`src/rtl/simd_pkg.sv`:
```
// Shared types and constants for the SIMD MAC operand path.
// Holds lane geometry, operand mode tags and the feeder FSM states.
package simd_pkg;

  localparam int MAC_BW = 8;

  localparam int LANES = 64;

  typedef enum logic [1:0] {
    MODE_0,
    MODE_1,
    MODE_2,
    MODE_3
  } mode_t;

  typedef enum logic {
    FILL,
    FULL
  } feeder_state_t;

endpackage

```
`src/rtl/simd_lat_tracker.sv`:
```
// Free-running {valid, tag} delay line matching the MAC array latency.
// Ports: clk, rst, in_vld/in_tag in; vld_taps/tag_taps[i] = input i+1 cycles ago.
module simd_lat_tracker #(
  parameter int DEPTH = 4,
  parameter int TAG_W = 2
) (
  input  logic                        clk,
  input  logic                        rst,
  input  logic                        in_vld,
  input  logic [TAG_W-1:0]            in_tag,
  output logic [DEPTH-1:0]            vld_taps,
  output logic [DEPTH-1:0][TAG_W-1:0] tag_taps
);

  // The array never stalls, so the line shifts every cycle.
  always_ff @(posedge clk) begin
    if (rst) begin
      vld_taps <= '0;
      tag_taps <= '0;
    end else begin
      vld_taps[0] <= in_vld;
      tag_taps[0] <= in_tag;
      for (int i = 1; i < DEPTH; i++) begin
        vld_taps[i] <= vld_taps[i-1];
        tag_taps[i] <= tag_taps[i-1];
      end
    end
  end

endmodule

```
`src/rtl/simd_operand_feeder.sv`:
```
// Deserialises narrow A/B beats into 64-lane vectors and issues them.
// Ports: beat in (in_*), vector out (out_*, mode, iA, iB), res_vld_l1..l3, res_mode.
module simd_operand_feeder #(
  parameter int MAC_BW   = simd_pkg::MAC_BW,
  parameter int LANES    = simd_pkg::LANES,
  parameter int IN_LANES = 8,
  parameter int L1_LAT   = 2,
  parameter int L2_LAT   = 3,
  parameter int L3_LAT   = 4
) (
  input  logic                         clk,
  input  logic                         rst,
  input  logic [1:0]                   cfg_mode,
  input  logic                         in_valid,
  output logic                         in_ready,
  input  logic [IN_LANES*MAC_BW-1:0]   in_a,
  input  logic [IN_LANES*MAC_BW-1:0]   in_b,
  input  logic                         in_last,
  output logic                         out_valid,
  input  logic                         out_ready,
  output logic [1:0]                   mode,
  output logic [MAC_BW-1:0]            iA [LANES-1:0],
  output logic [MAC_BW-1:0]            iB [LANES-1:0],
  output logic                         res_vld_l1,
  output logic                         res_vld_l2,
  output logic                         res_vld_l3,
  output logic [1:0]                   res_mode
);

  import simd_pkg::*;

  localparam int BEATS = LANES / IN_LANES;
  localparam int CW = (BEATS > 1) ? $clog2(BEATS) : 1;

  feeder_state_t state_q, state_d;
  logic [CW-1:0] beat_cnt;
  logic [MAC_BW-1:0] buf_a [LANES-1:0];
  logic [MAC_BW-1:0] buf_b [LANES-1:0];
  logic [MAC_BW-1:0] nxt_a [LANES-1:0];
  logic [MAC_BW-1:0] nxt_b [LANES-1:0];
  mode_t buf_mode, nxt_mode;

  logic accept, last_beat, fill_done;
  logic hs, out_busy, load_fill, load_full;

  assign in_ready  = (state_q == FILL);
  assign accept    = in_valid && in_ready;
  assign last_beat = (beat_cnt == CW'(BEATS - 1));
  assign fill_done = accept && (last_beat || in_last);
  assign hs        = out_valid && out_ready;
  assign out_busy  = out_valid && !out_ready;
  assign load_fill = fill_done && !out_busy;
  assign load_full = (state_q == FULL) && hs;

  always_ff @(posedge clk) begin
    if (rst) state_q <= FILL;
    else     state_q <= state_d;
  end

  always_comb begin
    state_d = state_q;
    unique case (state_q)
      FILL:    if (fill_done && out_busy) state_d = FULL;
      FULL:    if (hs) state_d = FILL;
      default: state_d = FILL;
    endcase
  end

  // Buffer as it stands after the current beat, so a completing
  // fill can go straight to the output registers.
  always_comb begin
    nxt_a    = buf_a;
    nxt_b    = buf_b;
    nxt_mode = buf_mode;
    if (accept) begin
      if (beat_cnt == '0) nxt_mode = mode_t'(cfg_mode);
      for (int l = 0; l < LANES; l++) begin
        if (l / IN_LANES == int'(beat_cnt)) begin
          nxt_a[l] = in_a[(l % IN_LANES)*MAC_BW +: MAC_BW];
          nxt_b[l] = in_b[(l % IN_LANES)*MAC_BW +: MAC_BW];
        end else if (in_last && (l / IN_LANES > int'(beat_cnt))) begin
          nxt_a[l] = '0;
          nxt_b[l] = '0;
        end
      end
    end
  end

  always_ff @(posedge clk) begin
    if (rst) begin
      beat_cnt <= '0;
      buf_mode <= MODE_0;
      for (int l = 0; l < LANES; l++) begin
        buf_a[l] <= '0;
        buf_b[l] <= '0;
      end
    end else if (accept) begin
      buf_a    <= nxt_a;
      buf_b    <= nxt_b;
      buf_mode <= nxt_mode;
      beat_cnt <= fill_done ? '0 : beat_cnt + 1'b1;
    end
  end

  always_ff @(posedge clk) begin
    if (rst) begin
      out_valid <= 1'b0;
      mode      <= '0;
      for (int l = 0; l < LANES; l++) begin
        iA[l] <= '0;
        iB[l] <= '0;
      end
    end else if (load_fill) begin
      out_valid <= 1'b1;
      mode      <= nxt_mode;
      iA        <= nxt_a;
      iB        <= nxt_b;
    end else if (load_full) begin
      out_valid <= 1'b1;
      mode      <= buf_mode;
      iA        <= buf_a;
      iB        <= buf_b;
    end else if (hs) begin
      out_valid <= 1'b0;
    end
  end

  logic [L3_LAT-1:0]      vld_taps;
  logic [L3_LAT-1:0][1:0] tag_taps;
  logic                   unused_taps;

  simd_lat_tracker #(
    .DEPTH (L3_LAT),
    .TAG_W (2)
  ) u_lat (
    .clk      (clk),
    .rst      (rst),
    .in_vld   (hs),
    .in_tag   (mode),
    .vld_taps (vld_taps),
    .tag_taps (tag_taps)
  );

  assign res_vld_l1  = vld_taps[L1_LAT-1];
  assign res_vld_l2  = vld_taps[L2_LAT-1];
  assign res_vld_l3  = vld_taps[L3_LAT-1];
  assign res_mode    = tag_taps[L3_LAT-1];
  assign unused_taps = ^{vld_taps, tag_taps};

endmodule

```
`config.mk`:
```
export PLATFORM = sky130hd
export DESIGN_NAME = simd_operand_feeder
export DESIGN_NICKNAME = d
export VERILOG_FILES = /design/src/rtl/simd_pkg.sv /design/src/rtl/simd_lat_tracker.sv /design/src/rtl/simd_operand_feeder.sv
export SDC_FILE = /design/constraint.sdc
export NUM_CORES = 2
export LEC_CHECK = 0
export CAP_MARGIN = 20
export CORE_AREA = 10 10 442 444
export DETAILED_ROUTE_END_ITERATION = 16
export DIE_AREA = 0 0 452 454
export PLACE_DENSITY = 0.65
export SLEW_MARGIN = 20
export SYNTH_ARGS = -nofsm -noshare
export SYNTH_HDL_FRONTEND = slang
export SYNTH_SLANG_ARGS = --single-unit
export TNS_END_PERCENT = 100
```
`constraint.sdc`:
```
create_clock -name clk -period 3.3 [get_ports clk]
set_clock_uncertainty 0.1 [all_clocks]
set_input_delay 0.99 -clock clk [delete_from_list [all_inputs] [get_ports clk]]
set_output_delay 0.99 -clock clk [all_outputs]
set_load 0.02 [all_outputs]
```
==> impl_metrics.env <==
export IMPL_synth_avg_cell_area_sq_um=8.44
export IMPL_post_cts_buffers=0
export IMPL_drtAntennaViolNets=0
export IMPL_grt_pass1_wl_mm=560
export IMPL_grt_pass1_vias=78600
export IMPL_ctsResizeCount=2
export IMPL_critPathMaxStageDelay_ps=710
export IMPL_post_synth_inst_count=9740
export IMPL_track_usage_pct=36.1
export IMPL_avgViaCountPerCell=6.37
export IMPL_synthMuxAreaShare_pct=1.23
export IMPL_post_place_ws_ps=-403
export IMPL_synth_warnings=0
export IMPL_yosys_cell_types_count=48
export IMPL_cts_sinks=2069
export IMPL_fp_dieW_um=452
export IMPL_layout_cells_non_filler=13200
export IMPL_die_y_um=454
export IMPL_maxCapViolCount=0
export IMPL_regToRegStartpoint="beat_cnt[0]$_SDFFE_PP0P_"
export IMPL_outcome="completed"
export IMPL_area_growth_pct=30.7
export IMPL_clk_latency_ps=890
export IMPL_numCtsBuffers=215
export IMPL_die_area_sq_mm=0.205
export IMPL_place_inst=12800
export IMPL_grt_overflow=0
export IMPL_synth_net_count=9881
export IMPL_fin_nets=10700
export IMPL_setup_worst_path_class="reg -> out"
export IMPL_slew_headroom_pct=33.0
export IMPL_clk_pin_slew_ps=60
export IMPL_start_util_pct=44.1
export IMPL_syn_area_sq_mm=0.0822
export IMPL_worst_setup_path_start_kind="flop"
export IMPL_hold_violations=0
export IMPL_period_share_pct=99.7
export IMPL_critPathBufInv=1
export IMPL_cp_slowest_cell="clkdlybuf4s50_1"
export IMPL_io_buffers=1167
export IMPL_dp_hpwl_mm=268
export IMPL_synth_edf_count=0
export IMPL_crit_arrival_ps=2200
export IMPL_synth_top_family_by_area="compound AO/OA/AOI/OAI gates"
export IMPL_hp_class="reg -> reg"
export IMPL_grt_max_degree=104
export IMPL_p_per_area_mw_per_mm2=561
export IMPL_drt_pass1_iterations=12
export IMPL_crit_start="iA[409]$_SDFFE_PP0P_"
export IMPL_cp_end_kind="output pin"
export IMPL_crit_path_max_fanout=2
export IMPL_antenna_found_initial=35
export IMPL_timing_final_ws_setup_ps=10.4
export IMPL_clk_path_buf_depth=3
export IMPL_drcViolationCount=0
export IMPL_place_gp_congestion=0.940
export IMPL_tightest_slew_ps=1000
export IMPL_drt_initial_drc_count=11100
export IMPL_fmax_mhz=304
export IMPL_layout_drive_gt1_share_pct=10.1
export IMPL_yosys_area_share_adder_pct=0.0913
export IMPL_rrSetupSlack_ps=280
export IMPL_ctsHoldBuffers=0
export IMPL_coreArea_sq_mm=0.187
export IMPL_synth_ff_type="dfxtp_1"
export IMPL_ys_seq_area_share_pct=50.4
export IMPL_root_buffer="clkbuf_16"
export IMPL_ys_seq_elements=2069
export IMPL_tritoncts="done"
export IMPL_period_minus_slack_ps=3290
export IMPL_hold_ws_ps=348
export IMPL_required_ps=2210
export IMPL_path_cells="clkdlybuf4s50_1"
export IMPL_min_from="u_lat.tag_taps[0]$_SDFF_PP0_"
export IMPL_wl_per_cell_um=29.7
export IMPL_synth_xor_area_share_pct=0
export IMPL_htree_levels=4
export IMPL_fin_tns_setup_ps=0
export IMPL_maxSlewViolCount=0
export IMPL_setup_violations=0
export IMPL_cpLargestDelayFamily="buffers and inverters"
export IMPL_async_flop_share_pct=0
export IMPL_rows=159
export IMPL_rsz0062_at_grt="no"
export IMPL_vias=84300
export IMPL_total_leakage_power_nw=36.7
export IMPL_synth_compound_area_share_pct=30.5
export IMPL_irDropWorstVdd_v=0.000443
export IMPL_io_pins=1168
export IMPL_synthSimpleGateAreaFrac_pct=12.0
export IMPL_wl_mm=393
[synth_stat cells, drive strengths merged, types with 2 or more instances]
master	count	area [sq um]
a2111oi	127	1110
a211oi	219	1640
a21boi	2	15.0
a21oi	1441	7210
a221oi	20	175
a22oi	515	3870
a2bb2oi	90	788
a311oi	460	4030
a31o	57	499
a32oi	60	526
and2	112	701
and3	5	31.3
and3b	2	17.5
and4b	2	20.0
buf	231	1060
clkbuf	981	3680
dfxtp	2069	41400
ha	6	75.1
inv	5	18.8
mux2i	101	1010
nand2	1195	4490
nand2b	4	25.0
nand3	66	330
nand3b	23	173
nand4bb	2	22.5
nor2	951	3570
nor2b	14	87.6
nor3	60	320
nor3b	2	15.0
o21ai	607	3040
o22ai	119	744
o2bb2ai	32	280
o31ai	152	1140
[state kept, by name, indices dropped and copies added (netlist names)]
| register | flops |
|---|---|
| beat_cnt | 3 |
| buf_a | 512 |
| buf_b | 512 |
| buf_mode | 2 |
| iA | 512 |
| iB | 512 |
| mode | 2 |
| out_valid | 1 |
| state_q | 1 |
| u_lat.tag_taps | 8 |
| u_lat.vld_taps | 4 |
[cell families (layout without fill, tap and decap cells)]
kind of cell / Yosys count / after routing
compound gates: 3904 / 3904
simple gates: 2443 / 2443
flops: 2069 / 2069
buf+inv: 1217 / 2202
mux: 101 / 101
fa+ha+maj: 6 / 6
other cells: 0 / 12
[layout by cell type, fill, tap and decap left out, drive strengths merged, types with 57 or more instances in the layout]
master	instances
a2111oi	127
a211oi	219
a21oi	1441
a22oi	515
a2bb2oi	90
a311oi	460
a31o	57
a32oi	60
and2	112
buf	636
clkbuf	313
clkdlybuf4s50	1163
clkinv	57
dfxtp	2069
mux2i	101
nand2	1195
nand3	66
nor2	951
nor3	60
o21ai	607
o22ai	119
o31ai	152
[path summary, 6_finish.rpt]
path | cells past startpoint | endpoint
max reg2reg | 7 | iA[329]$_SDFFE_PP0P_
min reg2reg | 1 | u_lat.tag_taps[2]$_SDFF_PP0_
min | 1 | u_lat.tag_taps[2]$_SDFF_PP0_
max | 1 | iA[409]
[per-layer routing]
| layer | routed length (um) | part of all wire [%] | global-route usage [%] | up-vias |
|---|---|---|---|---|
| li1 | - | - | - | 37000 |
| met1 | 145000 | 37 | 44.6 | 40800 |
| met2 | 168000 | 43 | 53.5 | 5335 |
| met3 | 41900 | 11 | 8.22 | 1181 |
| met4 | 37900 | 9.6 | 29.5 | 22 |
| met5 | 153 | 0.039 | 0 | - |
[metrics by stage]
stage               utilization [%]  area, sq um  power [mW]
floorplan                         -        82200        31.0
global placement               53.8       100000        35.8
detailed placement             53.8       100000        35.9
CTS                            57.6       107000        60.2
global route                   57.6       107000        61.7
finish                         57.6       107000        60.3
[where the power goes]
part,internal [mW],switching (mW)
Combinational,3.24,5.27
Sequential,26.0,1.05
Clock,14.1,10.7
Total,43.3,17.0
[cell type report]
type / count / area, sq um
repair buffers: 1801 / 19400
clock inverters: 83 / 898
multi-input cells: 6454 / 36400
inverters: 5 / 18.8
fillers: 16300 / 79100
clock buffers: 313 / 6240
well taps: 2495 / 3120
diodes: 12 / 30.0
flip-flops and latches: 2069 / 41400
(Power assumes the default switching activity.)
